==> config.mk <==
export PLATFORM = sky130hd
export DESIGN_NAME = oam_access_ctrl_flat
export DESIGN_NICKNAME = d
export VERILOG_FILES = /design/src/rtl/oam_access_ctrl_if.sv /design/src/rtl/oam_access_ctrl.sv /design/src/flat_wrapper.sv
export SDC_FILE = /design/constraint.sdc
export NUM_CORES = 1
export LEC_CHECK = 0
export ABC_AREA = 1
export BUFFER_PORTS_ARGS = -buffer_cell sky130_fd_sc_hd__buf_2
export CORE_ASPECT_RATIO = 1.5
export CORE_MARGIN = 1.5
export CORE_UTILIZATION = 30
export CTS_CLUSTER_DIAMETER = 200
export DETAILED_ROUTE_END_ITERATION = 10
export GPL_TIMING_DRIVEN = 0
export HOLD_SLACK_MARGIN = 0.06
export SETUP_SLACK_MARGIN = 0.05
export SYNTH_ARGS = -nofsm -noshare
export SYNTH_HDL_FRONTEND = slang
export SYNTH_SLANG_ARGS = --single-unit
==> constraint.sdc <==
create_clock -name clk -period 4 [get_ports clk]
set_clock_uncertainty 0.2 [all_clocks]
set_input_delay 0.8 -clock clk [delete_from_list [all_inputs] [get_ports clk]]
set_output_delay 0.8 -clock clk [all_outputs]
set_load 0.02 [all_outputs]
==> src/rtl/oam_access_ctrl_if.sv <==
// CPU-side bus for the FE00-FEFF OAM window.
// master = CPU bus decoder, slave = oam_access_ctrl.
interface oam_access_ctrl_if;
  logic       cpu_req;
  logic       cpu_we;
  logic [7:0] cpu_addr;
  logic [7:0] cpu_wdata;
  logic [7:0] cpu_rdata;
  logic       cpu_rvalid;

  modport master (
    output cpu_req, cpu_we, cpu_addr, cpu_wdata,
    input  cpu_rdata, cpu_rvalid
  );

  modport slave (
    input  cpu_req, cpu_we, cpu_addr, cpu_wdata,
    output cpu_rdata, cpu_rvalid
  );
endinterface

==> src/rtl/oam_access_ctrl.sv <==
// OAM port owner: OAM DMA sequencer plus fixed-priority arbitration
// DMA > PPU > CPU, with Game Boy CPU lockout during DMA and PPU modes 2/3.
// Optional build macro OAM_DMA_ECHO_MIRROR_EN: DMA source pages E0-FF are
// folded onto C0-DF (echo RAM) when the page is latched.
//
// state | meaning
// ------+--------------------------------------------------------
// IDLE  | no transfer; OAM port free for PPU/CPU
// DELAY | start-up wait after dma_start, port already reserved
// RD    | source bus read of byte idx
// WR    | OAM write of byte idx with the returned source data
module oam_access_ctrl #(
  parameter int unsigned OAM_BYTES   = 160,
  parameter int unsigned START_DELAY = 4
) (
  input  logic               clk,
  input  logic               reset,
  oam_access_ctrl_if.slave   cpu,
  input  logic [1:0]         ppu_mode,
  input  logic               ppu_req,
  input  logic [7:0]         ppu_addr,
  output logic [7:0]         ppu_rdata,
  output logic               ppu_rvalid,
  input  logic               dma_start,
  input  logic [7:0]         dma_src_hi,
  output logic               dma_bus_req,
  output logic [15:0]        dma_bus_addr,
  input  logic [7:0]         dma_bus_rdata,
  output logic               dma_active,
  output logic               oam_en,
  output logic               oam_we,
  output logic [7:0]         oam_addr,
  output logic [7:0]         oam_din,
  input  logic [7:0]         oam_dout
);

  localparam int unsigned    DW       = (START_DELAY > 1) ? $clog2(START_DELAY) : 1;
  localparam logic [DW-1:0]  DLY_LOAD = DW'(START_DELAY - 1);
  localparam logic [7:0]     LAST_IDX = 8'(OAM_BYTES - 1);
  localparam logic [8:0]     OAM_LIM  = 9'(OAM_BYTES);

  typedef enum logic [1:0] {IDLE, DELAY, RD, WR} state_t;
  // Who the registered read data belongs to in the following cycle.
  typedef enum logic [1:0] {RSEL_NONE, RSEL_OAM, RSEL_FF, RSEL_ZERO} rsel_t;

  state_t         state, state_nxt;
  logic [7:0]     idx, idx_nxt;
  logic [DW-1:0]  cnt, cnt_nxt;
  logic [7:0]     src_hi, src_nxt;
  logic           dma_wr;
  logic           ppu_win;
  logic           cpu_blocked;
  logic           cpu_in_range;
  rsel_t          cpu_sel, cpu_sel_nxt;
  rsel_t          ppu_sel, ppu_sel_nxt;

  function automatic logic [7:0] map_src(input logic [7:0] page);
`ifdef OAM_DMA_ECHO_MIRROR_EN
    return (page >= 8'hE0) ? (page - 8'h20) : page;
`else
    return page;
`endif
  endfunction

  // DMA state, byte index, start-delay timer and latched source page.
  always_ff @(posedge clk) begin
    if (reset) begin
      state  <= IDLE;
      idx    <= 8'h00;
      cnt    <= '0;
      src_hi <= 8'h00;
    end else begin
      state  <= state_nxt;
      idx    <= idx_nxt;
      cnt    <= cnt_nxt;
      src_hi <= src_nxt;
    end
  end

  // DMA next state and source-bus outputs; dma_start restarts from any state.
  always_comb begin
    state_nxt    = state;
    idx_nxt      = idx;
    cnt_nxt      = cnt;
    src_nxt      = src_hi;
    dma_bus_req  = 1'b0;
    dma_bus_addr = 16'h0000;
    dma_wr       = 1'b0;
    case (state)
      IDLE: ;
      DELAY: begin
        if (cnt == '0) state_nxt = RD;
        else           cnt_nxt   = cnt - 1'b1;
      end
      RD: begin
        dma_bus_req  = ~reset;
        dma_bus_addr = reset ? 16'h0000 : {src_hi, idx};
        state_nxt    = WR;
      end
      WR: begin
        dma_wr = 1'b1;
        if (idx == LAST_IDX) begin
          state_nxt = IDLE;
        end else begin
          idx_nxt   = idx + 8'd1;
          state_nxt = RD;
        end
      end
      default: state_nxt = IDLE;
    endcase
    if (dma_start) begin
      state_nxt = DELAY;
      idx_nxt   = 8'h00;
      cnt_nxt   = DLY_LOAD;
      src_nxt   = map_src(dma_src_hi);
    end
  end

  assign dma_active   = (state != IDLE);
  assign ppu_win      = ppu_req && !dma_active;
  assign cpu_blocked  = dma_active || (ppu_mode >= 2'd2) || ppu_req;
  assign cpu_in_range = ({1'b0, cpu.cpu_addr} < OAM_LIM);

  // OAM port arbitration and next-cycle read-data ownership.
  always_comb begin
    oam_en      = 1'b0;
    oam_we      = 1'b0;
    oam_addr    = 8'h00;
    oam_din     = 8'h00;
    cpu_sel_nxt = RSEL_NONE;
    ppu_sel_nxt = RSEL_NONE;
    if (dma_wr) begin
      oam_en   = 1'b1;
      oam_we   = 1'b1;
      oam_addr = idx;
      oam_din  = dma_bus_rdata;
    end else if (ppu_win) begin
      oam_en   = 1'b1;
      oam_addr = ppu_addr;
    end else if (cpu.cpu_req && !cpu_blocked && cpu_in_range) begin
      oam_en   = 1'b1;
      oam_we   = cpu.cpu_we;
      oam_addr = cpu.cpu_addr;
      oam_din  = cpu.cpu_we ? cpu.cpu_wdata : 8'h00;
    end
    if (ppu_req) ppu_sel_nxt = dma_active ? RSEL_FF : RSEL_OAM;
    if (cpu.cpu_req && !cpu.cpu_we) begin
      if (cpu_blocked)        cpu_sel_nxt = RSEL_FF;
      else if (!cpu_in_range) cpu_sel_nxt = RSEL_ZERO;
      else                    cpu_sel_nxt = RSEL_OAM;
    end
    // A reset in the middle of a transfer must not let the pending write land.
    if (reset) begin
      oam_en   = 1'b0;
      oam_we   = 1'b0;
      oam_addr = 8'h00;
      oam_din  = 8'h00;
    end
  end

  // Last-reader tags: oam_dout is forwarded only to the requester that owns it.
  always_ff @(posedge clk) begin
    if (reset) begin
      cpu_sel <= RSEL_NONE;
      ppu_sel <= RSEL_NONE;
    end else begin
      cpu_sel <= cpu_sel_nxt;
      ppu_sel <= ppu_sel_nxt;
    end
  end

  assign cpu.cpu_rvalid = (cpu_sel != RSEL_NONE);
  assign cpu.cpu_rdata  = (cpu_sel == RSEL_OAM) ? oam_dout :
                          (cpu_sel == RSEL_FF)  ? 8'hFF    : 8'h00;
  assign ppu_rvalid     = (ppu_sel != RSEL_NONE);
  assign ppu_rdata      = (ppu_sel == RSEL_OAM) ? oam_dout :
                          (ppu_sel == RSEL_FF)  ? 8'hFF    : 8'h00;

endmodule

==> src/flat_wrapper.sv <==
// flat-port wrapper written by rule: the top's interface ports become plain ports
module oam_access_ctrl_flat 
#(
  parameter int unsigned OAM_BYTES   = 160,
  parameter int unsigned START_DELAY = 4
)
  (clk, reset, ppu_mode, ppu_req, ppu_addr, ppu_rdata, ppu_rvalid, dma_start, dma_src_hi, dma_bus_req, dma_bus_addr, dma_bus_rdata, dma_active, oam_en, oam_we, oam_addr, oam_din, oam_dout, cpu_cpu_req, cpu_cpu_we, cpu_cpu_addr, cpu_cpu_wdata, cpu_cpu_rdata, cpu_cpu_rvalid);
  oam_access_ctrl_if cpu_i ();
  input  logic clk;
  input  logic reset;
  input  logic [1:0] ppu_mode;
  input  logic ppu_req;
  input  logic [7:0] ppu_addr;
  output logic [7:0] ppu_rdata;
  output logic ppu_rvalid;
  input  logic dma_start;
  input  logic [7:0] dma_src_hi;
  output logic dma_bus_req;
  output logic [15:0] dma_bus_addr;
  input  logic [7:0] dma_bus_rdata;
  output logic dma_active;
  output logic oam_en;
  output logic oam_we;
  output logic [7:0] oam_addr;
  output logic [7:0] oam_din;
  input  logic [7:0] oam_dout;
  input wire logic [$bits(cpu_i.cpu_req)-1:0] cpu_cpu_req;
  input wire logic [$bits(cpu_i.cpu_we)-1:0] cpu_cpu_we;
  input wire logic [$bits(cpu_i.cpu_addr)-1:0] cpu_cpu_addr;
  input wire logic [$bits(cpu_i.cpu_wdata)-1:0] cpu_cpu_wdata;
  output wire logic [$bits(cpu_i.cpu_rdata)-1:0] cpu_cpu_rdata;
  output wire logic [$bits(cpu_i.cpu_rvalid)-1:0] cpu_cpu_rvalid;
  assign cpu_i.cpu_req = cpu_cpu_req;
  assign cpu_i.cpu_we = cpu_cpu_we;
  assign cpu_i.cpu_addr = cpu_cpu_addr;
  assign cpu_i.cpu_wdata = cpu_cpu_wdata;
  assign cpu_cpu_rdata = cpu_i.cpu_rdata;
  assign cpu_cpu_rvalid = cpu_i.cpu_rvalid;
  oam_access_ctrl #(.OAM_BYTES(OAM_BYTES), .START_DELAY(START_DELAY)) u_core (.clk(clk), .reset(reset), .cpu(cpu_i), .ppu_mode(ppu_mode), .ppu_req(ppu_req), .ppu_addr(ppu_addr), .ppu_rdata(ppu_rdata), .ppu_rvalid(ppu_rvalid), .dma_start(dma_start), .dma_src_hi(dma_src_hi), .dma_bus_req(dma_bus_req), .dma_bus_addr(dma_bus_addr), .dma_bus_rdata(dma_bus_rdata), .dma_active(dma_active), .oam_en(oam_en), .oam_we(oam_we), .oam_addr(oam_addr), .oam_din(oam_din), .oam_dout(oam_dout));
endmodule
==> results of run 1 <==
-- power by group through the flow --
stage	registers (µW)	clock network, µW	logic, µW
2_1_floorplan	259	0	108
3_3_place_gp	260	0	170
3_5_place_dp	261	0	172
4_1_cts	255	225	173
5_1_grt	256	234	195
6_report	255	219	171
-- synthesized netlist by cell type, types with 2 or more instances --
master    count
a21oi_1      26
a21oi_2       2
buf_2         7
clkbuf_1      3
dfxtp_1      24
ha_1          7
inv_1        38
inv_2         2
nand2_1      71
nand2_2       2
nand3_1      24
nor2_1       61
nor2_2        2
o21ai_0      37
xor2_1        2
-- final cells by class --
cell class              instances  area (µm²)
flip-flops and latches         24         480
fillers                       684        3520
inverters                      42         163
clock inverters                 1        30.0
repair buffers                105         526
plain buffers                  14        83.8
clock buffers                   3        41.3
multi-input cells             240        1150
well taps                      74        92.6
-- sequential cells by signal, summed over array words and instances (netlist names) --
register and cells:
u_core.state 2, u_core.idx 8, u_core.ppu_sel 2, u_core.src_hi 8, u_core.cpu_sel 2, u_core.cnt 2
-- kinds of logic (layout without fill, tap and decap cells) --
logic type,after synthesis,count (layout),share of synthesized area
simple gates,164,164,0.371
compound gates,67,67,0.185
buf+inv,56,165,0.132
flops,24,24,0.257
fa+ha+maj,7,7,0.0468
xor+xnor,2,2,0.00935
-- cell usage in the layout (no fill, tap or decap), types with 2 or more instances in the layout --
master / instances
buf_2: 112
nand2_1: 71
nor2_1: 61
inv_1: 38
o21ai_0: 37
a21oi_1: 26
nand3_1: 24
dfxtp_1: 24
ha_1: 7
clkbuf_1: 3
clkbuf_8: 3
inv_2: 2
a21oi_2: 2
nand2_2: 2
nor2_2: 2
xor2_1: 2
-- worst max-delay path, delay by kind of cell --
family | cells | cell delay (ns)
compound gates | 1 | 0.16
buf+inv | 4 | 0.87
simple gates | 1 | 0.13
-- worst min-delay path by stage --
| stage | endpoint | slack, ns | depth (start not counted) |
|---|---|---|---|
| after CTS | u_core.src_hi[0] | 0.31 | 2 |
| after global placement | u_core.src_hi[6] | 0.27 | 2 |
| after detailed placement | u_core.src_hi[0] | 0.29 | 2 |
| final | u_core.src_hi[5] | 0.31 | 2 |
| after floorplan | u_core.src_hi[0] | 0.26 | 2 |
| after global routing | u_core.src_hi[0] | 0.33 | 2 |
-- layer usage --
layer,vias up,part of all wire,routed length [µm]
li1,1225,-,-
met5,-,0,0
met2,92,0.50,2840
met3,7,0.080,457
met1,1007,0.41,2310
met4,0,0.016,91
-- stage by stage --
| stage | cells | power (µW) |
|---|---|---|
| after detailed placement | 499 | 433 |
| after global placement | 499 | 431 |
| after global routing | 503 | 686 |
| after CTS | 503 | 653 |
| final | 503 | 645 |
| after floorplan | 320 | 367 |
==> out/metrics.csv, run 1 <==
stage,metric,value,unit
status,status,finished clean,
synthesis,Post-synth EDFFs,0,
setup_path,worst-path fanout max,10,
setup_path,R2R setup slack,2.38,ns
final_layout,area grow syn2layout,36.8,%
clock_tree,clock slew seen by the registers of the worst setup and hold paths,0.09,ns
sta,Setup TNS,0,ns
final_layout,cell area after layout,2560,µm²
global_routing,met3 Usage GRT,0.0224,
synthesis,"Warnings, synthesis",0,
route,Routed Wire Length,5.70,mm
synthesis,Syn Nets,383,
sta,relative slew slack,0.717,
clock_tree,Max Buffers Root-to-Sink,2,
final_layout,# nets final,493,
global_routing,global-route usage over all layers,0.168,
synthesis,sequential fraction of the synthesis area,0.257,
sta,RSZ-0062 raised after global routing,no,
synthesis,Post-Syn Instances,320,
pwr,P_int,447,µW
setup_path,"most used cell, CP",buf_2,
die,Die H,99.8,µm
sta,final max-slew violation count,0,
sta,Tcrit/Tclk final,0.741,
route,wire length per cell,11.3,µm
die,io pins,110,
place,Post-DP Area,2490,µm²
synthesis,Netlist cell types,27,
pwr,P_sw,198,µW
die,core area,6090,µm²
clock_tree,clock latency at the later pin of the worst-skew pair,0.27,ns
setup_path,Setup crit start kind,input pin,
setup_path,CP Cell Sequence,buf_2 > inv_2 > clkbuf_1 > o21ai_0 > nor2_1 > buf_2,
route,Post-DRT Antenna Nets,0,
synthesis,most used flip-flop cell after synthesis,dfxtp_1,
global_routing,most used routing layer,met2,
sta,worst hold margin,0.308,ns
sta,minimum clock period,2.97,ns
pwr,LEAKAGE,0.00137,µW
setup_path,CP Data Arrival Time,1.97,ns
die,die width,67.5,µm
setup_path,CP endpoint,oam_addr[6],
setup_path,CP peak stage delay,0.37,ns
sta,"Hold Vio Cnt, Final",0,
sta,Max Freq,337,MHz
global_routing,largest net degree at the start of global routing,15,
synthesis,synthesized cell area,1870,µm²
pwr,clock power share,0.339,
sta,Worst-Margin Slew,0.424,ns
route,via count,2331,
route,vias per cell,4.63,
route,drt drc,0,
clock_tree,Num CTS Buffers,3,
job,Max Cap Viol,0,
die,DIE AREA,6740,µm²
clock_tree,clock sink count,24,
setup_path,Critical path origin,reset,
clock_tree,Post-CTS Hold Buffers,0,
final_layout,share of cells above drive strength 1,0.303,
synthesis,Yosys reg bits,24,
setup_path,CP required,3.00,ns
place,DP Wirelength,4.53,mm
synthesis,largest area contributor in the netlist,dfxtp_1,
clock_tree,CTS tree,yes,
synthesis,top cell type's share of synthesized area,0.257,
pwr,VDD IR-drop max,0.150,mV
route,First-pass DRT Iterations,5,
clock_tree,Clock Tree Root,clkbuf_8,
clock_tree,cts repair resizes,0,
global_routing,grt met1 use,0.183,
clock_tree,# H-tree levels,1,
setup_path,crit path kind,in -> out,
final_layout,Antenna diodes,0,
hold_path,HP Start,u_core.src_hi[5],
pwr,Power Density,252,nW/µm²
hold_path,min-delay worst type,reg -> reg,
place,RD Place Congestion,0.797,
clock_tree,setup repair bufs after CTS,0,
pwr,sequential power share,0.396,
global_routing,first-pass GRT wire length,8.98,mm
final_layout,utilization after layout,0.421,
setup_path,CP max-delay cell,clkbuf_1,
sta,Setup Viol. Count Final,0,
synthesis,syn avg cell area,5.85,µm²
place,I/O Buffers,105,
global_routing,initial antenna violation count,0,
die,row cnt,35,
global_routing,vias in the first global route,2112,
setup_path,FF-to-FF Start,u_core.idx[1],
setup_path,capturing point of the worst reg2reg path,u_core.idx[5],
setup_path,Setup crit end kind,output pin,
setup_path,cell count of the worst reg-to-reg path,7,
global_routing,total global routing overflow,0,
die,Initial Utilization,0.308,
global_routing,met2 GRT Util,0.317,
pwr,Comb power frac,0.265,
place,post-place setup slack,1.03,ns
synthesis,synth top area cells,"dfxtp_1 (26%), nand2_1 (14%), nor2_1 (12%), o21ai_0 (9.9%), inv_1 (7.6%)",
sta,setup ws final,1.03,ns
route,DR iter-0 viols,81,
synthesis,post-synthesis async set-or-reset flop share,0,
pwr,Sw Ratio,0.306,
(Power assumes the default switching activity.)
==> run 2: changes to the inputs <==
ABC_AREA = 0   (was 1)
clock period = 2.55 ns   (was 4 ns; I/O delays follow)
==> out/metrics.csv, run 2 <==
stage,metric,value,unit,change
status,status,"finished, violations left",,
status,violated checks,setup timing,,
global_routing,total global routing overflow,0,,unchanged
synthesis,synth top area cells,"dfxtp_1 (27%), a21o_1 (6.9%), and2_1 (5.7%), mux2i_1 (5.7%), ha_1 (5.0%)",,
final_layout,share of cells above drive strength 1,0.469,,+0.166
hold_path,Hold Path Stages,2,,unchanged
place,I/O Buffers,108,,+2.9%
setup_path,CP Data Arrival Time,1.88,ns,-0.09 ns
setup_path,Setup crit end kind,output pin,,
synthesis,Post-Syn Instances,230,,-28%
synthesis,top cell type's share of synthesized area,0.275,,+0.0184
setup_path,capturing point of the worst reg2reg path,u_core.state[1],,
clock_tree,Clock Tree Root,clkbuf_8,,
sta,relative slew slack,0.665,,-0.0518
setup_path,crit path kind,reg -> out,,
setup_path,"most used cell, CP",buf_6,,
final_layout,# nets final,418,,-15%
synthesis,Yosys reg bits,24,,unchanged
final_layout,cell area after layout,2720,µm²,+6.3%
final_layout,"commonest non-fill, non-tap cell in the layout",buf_2,,
place,RD Place Congestion,0.826,,+3.5%
final_layout,filler instances,580,,-15%
synthesis,Post-synth EDFFs,0,,unchanged
route,via count,2116,,-9.2%
final_layout,"commonest cells after routing, fill and taps aside","buf_2 (94), buf_4 (25), nand2_1 (23)",,
synthesis,largest area contributor in the netlist,dfxtp_1,,
die,Initial Utilization,0.316,,+0.00821
synthesis,Syn Nets,293,,-23%
setup_path,CP Cell Sequence,inv_2 > ha_4 > nor3b_4 > buf_6 > buf_6 > nand4_1 > a221oi_2 > buf_4,,
final_layout,Largest regs,"u_core.idx x8, u_core.src_hi x8",,
die,core area,5530,µm²,-9.1%
synthesis,"count leader, synth",dfxtp_1,,
setup_path,CP required,1.84,ns,-1.16 ns
clock_tree,Max Buffers Root-to-Sink,2,,unchanged
synthesis,"Warnings, synthesis",0,,unchanged
setup_path,worst-path fanout max,4,,-6
setup_path,FF-to-FF Start,u_core.idx[1],,
route,drt drc,0,,unchanged
route,Routed Wire Length,5.90,mm,+3.6%
global_routing,first-pass GRT wire length,8.73,mm,-2.8%
clock_tree,clock slew seen by the registers of the worst setup and hold paths,0.09,ns,about the same
die,DIE AREA,6300,µm²,-6.4%
synthesis,post-synthesis async set-or-reset flop share,0,,unchanged
sta,final max-slew violation count,0,,unchanged
sta,"Hold Vio Cnt, Final",0,,unchanged
sta,Max Freq,386,MHz,
job,Max Cap Viol,0,,unchanged
route,wire length per cell,13.9,µm,+23%
setup_path,CP peak stage delay,0.35,ns,-0.02 ns
pwr,LEAKAGE,0.00142,µW,+3.4%
route,First-pass DRT Iterations,4,,-1
clock_tree,CTS tree,yes,,
pwr,VDD IR-drop max,0.324,mV,+120%
place,DP Wirelength,4.13,mm,-8.7%
global_routing,global-route usage over all layers,0.175,,+0.00755
setup_path,Setup crit start kind,register,,
clock_tree,Post-CTS Hold Buffers,0,,unchanged
pwr,Power Density,361,nW/µm²,+43%
final_layout,Finished Layout Cells,424,,-16%
sta,RSZ-0062 raised after global routing,yes,,
sta,Setup Viol. Count Final,10,,+10
place,placed insts,408,,-18%
global_routing,initial antenna violation count,0,,unchanged
global_routing,largest net degree at the start of global routing,14,,-1
clock_tree,clock latency at the later pin of the worst-skew pair,0.27,ns,about the same
die,Die H,96.5,µm,-3.3%
sta,minimum clock period,2.59,ns,
place,Post-DP Area,2380,µm²,-4.6%
clock_tree,clock sink count,24,,unchanged
hold_path,min-delay worst type,in -> reg,,
route,vias per cell,4.99,,+7.7%
sta,worst hold margin,0.223,ns,-0.0848 ns
synthesis,syn avg cell area,7.60,µm²,+30%
final_layout,area grow syn2layout,55.8,%,
setup_path,CP max-delay cell,dfxtp_2,,
clock_tree,# H-tree levels,1,,unchanged
clock_tree,Num CTS Buffers,3,,unchanged
pwr,total power,982,µW,+52%
synthesis,Netlist cell types,41,,+52%
global_routing,vias in the first global route,1911,,-9.5%
hold_path,HP Start,cpu_cpu_we,,
synthesis,"top cells by count, synth","dfxtp_1 (24), nand2_1 (23), a21o_1 (16), a21oi_1 (16), and2_1 (16)",,
hold_path,WHS Endpoint,u_core.cpu_sel[0],,
die,row cnt,33,,-5.7%
final_layout,utilization after layout,0.492,,+0.0713
sta,setup ws final,-0.0408,ns,-1.08 ns
die,die width,65.3,µm,-3.2%
setup_path,cell count of the worst reg-to-reg path,4,,-3
synthesis,sequential fraction of the synthesis area,0.275,,+0.0184
setup_path,R2R setup slack,0.61,ns,-1.77 ns
synthesis,most used flip-flop cell after synthesis,dfxtp_1,,
die,io pins,110,,unchanged
route,Post-DRT Antenna Nets,0,,unchanged
final_layout,Antenna diodes,0,,unchanged
route,DR iter-0 viols,41,,-49%
synthesis,synthesized cell area,1750,µm²,-6.7%
sta,Worst-Margin Slew,0.502,ns,+0.0778 ns
sta,Tcrit/Tclk final,1.02,,
[run 2: cell count changes in the layout (fill, tap and decap cells not counted), sizes merged, moves of 17 or more]
cell and change:
nor2 -54, nand2 -50, inv -25, o21ai -24, nand3 -20, and2 +17
[run 2: routing by layer]
| layer | wire length (µm) | share of wire | GRT usage | vias to the layer above |
|---|---|---|---|---|
| met5 | 0 | 0 | 0 | - |
| met4 | 52 | 0.0088 | 0.0503 | 0 |
| met3 | 383 | 0.065 | 0.0301 | 4 |
| met2 | 3050 | 0.52 | 0.342 | 84 |
| met1 | 2410 | 0.41 | 0.190 | 972 |
| li1 | - | - | - | 1056 |
[run 2: repair_timing]
item	CTS	global route
buffers inserted	7	3
pin swaps	14	11
gates cloned	2	1
endpoints found under the setup margin	28	27
resized for setup	37	35
[run 2: cell families (layout without fill, tap and decap cells)]
logic type / count (synthesis) / after routing / share of synthesized area
AO/OA/AOI/OAI: 63 / 64 / 0.239
XOR/XNOR: 1 / 1 / 0.00501
adder cells (fa/ha/maj): 7 / 7 / 0.0501
buffers and inverters: 33 / 156 / 0.0766
flip-flops: 24 / 24 / 0.275
multiplexers: 11 / 11 / 0.0637
AND/OR/NAND/NOR: 91 / 91 / 0.291
[run 2: final cells by class]
class | instances | area, µm² | area share
Clock buffer | 4 | 55.1 | 0.0202
Multi-Input combinational cell | 174 | 1250 | 0.460
Sequential cell | 24 | 483 | 0.177
Inverter | 15 | 56.3 | 0.0207
Tap cell | 70 | 87.6 | 0.0322
Buffer | 17 | 88.8 | 0.0326
Timing Repair Buffer | 120 | 699 | 0.257
[run 2: worst max path at each step]
stage / from / to / slack [ns] / depth (start not counted)
finish: u_core.state[0] / oam_addr[3] / -0.04 / 8
global placement: cpu_cpu_addr[6] / oam_addr[1] / -0.13 / 6
global route: u_core.state[0] / oam_addr[1] / -0.15 / 8
detailed placement: cpu_cpu_addr[6] / oam_addr[3] / -0.12 / 6
CTS: u_core.state[0] / oam_din[1] / -0.02 / 8
floorplan: u_core.state[0] / oam_addr[0] / 0.10 / 6
[run 2: report_power, final]
| part | switching [µW] | leakage [µW] | internal [µW] |
|---|---|---|---|
| combinational | 170 | 0.00119 | 143 |
| clock | 132 | 0.0000288 | 138 |
| sequential | 8.78 | 0.000197 | 391 |
| total | 311 | 0.00142 | 672 |
[run 2: metrics by stage]
step	TNS, ns	setup slack [ns]
global placement	-0.646	-0.126
CTS	-0.152	-0.0206
finish	-0.199	-0.0408
floorplan	0	0.103
global route	-1.71	-0.153
detailed placement	-0.810	-0.120
[run 2: worst max-delay path: cells and delay by family (launching register included)]
kind | cells | cell delay [ns]
AOI/OAI and AO/OA | 1 | 0.28
and+or+nand+nor | 2 | 0.31
buffers and inverters | 4 | 0.52
DFF | 1 | 0.35
adders and majority gates | 1 | 0.15
==> run 3: changes to the inputs <==
PLACE_DENSITY_LB_ADDON = 0.08   (was not set)
SKIP_CTS_REPAIR_TIMING = 1   (was not set)
==> out/metrics.csv, run 3 (synthesized netlist as in run 2, its figures left out) <==
stage,metric,value,unit,change
die,die width,65.3,µm,unchanged
final_layout,Sequential Area,483,µm²,unchanged
pwr,Power Density,393,nW/µm²,+8.9%
sta,Max Freq,389,MHz,+0.84%
route,DR iter-0 viols,37,,-9.8%
die,row cnt,33,,unchanged
final_layout,Antenna diodes,0,,unchanged
final_layout,filler instances,594,,+2.4%
sta,setup ws final,-0.0193,ns,+0.0215 ns
clock_tree,Max Buffers Root-to-Sink,2,,unchanged
final_layout,"commonest non-fill, non-tap cell in the layout",buf_2,,
final_layout,multi-input logic area,1230,µm²,-2.1%
final_layout,Finished Layout Cells,417,,-1.7%
clock_tree,CTS tree,yes,,
place,I/O Buffers,108,,unchanged
die,io pins,110,,unchanged
setup_path,CP peak stage delay,0.34,ns,about the same
place,placed insts,408,,unchanged
setup_path,Setup crit start kind,register,,
final_layout,area grow syn2layout,50.3,%,
route,vias per cell,4.94,,-1.0%
setup_path,Bufs and invs on worst path,3,,-1
sta,relative slew slack,0.687,,+0.0214
clock_tree,Clock Tree Root,clkbuf_8,,
setup_path,CP required,1.84,ns,about the same
job,Max Cap Viol,0,,unchanged
setup_path,Setup crit end kind,output pin,,
hold_path,min-delay worst type,in -> reg,,
final_layout,share of cells above drive strength 1,0.438,,-0.0309
clock_tree,clock sink count,24,,unchanged
route,First-pass DRT Iterations,4,,unchanged
global_routing,vias in the first global route,1900,,-0.58%
route,via count,2060,,-2.6%
clock_tree,# H-tree levels,1,,unchanged
pwr,total power,1030,µW,+5.0%
route,wire length per cell,13.4,µm,-4.0%
final_layout,# nets final,411,,-1.7%
place,RD Place Congestion,0.769,,-6.9%
setup_path,worst-path fanout max,10,,+6
sta,Setup Viol. Count Final,2,,-8
clock_tree,clock latency at the later pin of the worst-skew pair,0.27,ns,about the same
status,status,"finished, violations left",,
sta,Tcrit/Tclk final,1.01,,-0.00842
global_routing,first-pass GRT wire length,8.37,mm,-4.1%
sta,"Hold Vio Cnt, Final",0,,unchanged
setup_path,CP Cell Sequence,inv_2 > ha_4 > nor3b_4 > buf_6 > nand4_1 > a221oi_2 > buf_4,,
die,Die H,96.5,µm,unchanged
setup_path,Crit path max-delay family,buffers and inverters,,
die,core area,5530,µm²,unchanged
route,Routed Wire Length,5.57,mm,-5.6%
global_routing,initial antenna violation count,0,,unchanged
pwr,VDD IR-drop max,0.206,mV,-37%
sta,worst hold margin,0.245,ns,+0.0218 ns
route,drt drc,0,,unchanged
die,DIE AREA,6300,µm²,unchanged
pwr,LEAKAGE,0.00137,µW,-3.3%
setup_path,CP Data Arrival Time,1.86,ns,-0.02 ns
setup_path,crit path kind,reg -> out,,
final_layout,"commonest cells after routing, fill and taps aside","buf_2 (97), nand2_1 (23), dfxtp_1 (22)",,
setup_path,CP max-delay cell,dfxtp_2,,
die,Initial Utilization,0.316,,unchanged
status,violated checks,setup timing,,
sta,minimum clock period,2.57,ns,-0.0215 ns
global_routing,global-route usage over all layers,0.165,,-0.0100
clock_tree,clock slew seen by the registers of the worst setup and hold paths,0.09,ns,about the same
sta,RSZ-0062 raised after global routing,yes,,
clock_tree,Num CTS Buffers,3,,unchanged
route,Post-DRT Antenna Nets,0,,unchanged
final_layout,Largest regs,"u_core.idx x8, u_core.src_hi x8",,
place,DP Wirelength,4.21,mm,+1.8%
sta,final max-slew violation count,0,,unchanged
global_routing,total global routing overflow,0,,unchanged
sta,Worst-Margin Slew,0.470,ns,-0.0321 ns
global_routing,largest net degree at the start of global routing,15,,+1
==> run 3: final timing paths <==
check,from,to,slack (ns),cells after the start
worst max register to register,u_core.idx[1],u_core.state[1],0.65,4
worst min-delay path,cpu_cpu_we,u_core.cpu_sel[0],0.24,2
worst min register to register,u_core.src_hi[7],u_core.src_hi[7],0.30,2
worst max-delay path,u_core.state[1],oam_addr[2],-0.02,7
==> run 3: power breakdown <==
group	internal, µW	switching (µW)
sequential	391	8.90
clock	210	128
combinational	132	161
total	733	298
==> run 3: per-layer routing <==
layer  part of all wire  up-vias  GRT usage
met4              0.011        0     0.0486
li1                   -     1044          -
met3              0.072        4     0.0301
met2               0.49       84      0.312
met1               0.43      928      0.186
met5                  0        -          0
==> run 3: through the flow <==
step / util / worst slack (ns) / TNS [ns] / cell area, µm²
floorplan: - / 0.103 / 0 / 1750
global placement: 0.429 / -0.121 / -0.422 / 2380
detailed placement: 0.429 / -0.0929 / -0.396 / 2380
CTS: 0.442 / -0.335 / -7.63 / 2450
global route: 0.475 / -0.153 / -1.70 / 2630
finish: 0.475 / -0.0193 / -0.0303 / 2630
==> run 3: layout make-up <==
type                    count  area share
flip-flops and latches     24       0.184
clock buffers               3      0.0157
repair buffers            113       0.233
multi-input cells         174       0.467
clock inverters             1      0.0114
inverters                  15      0.0214
plain buffers              17      0.0338
well taps                  70      0.0333
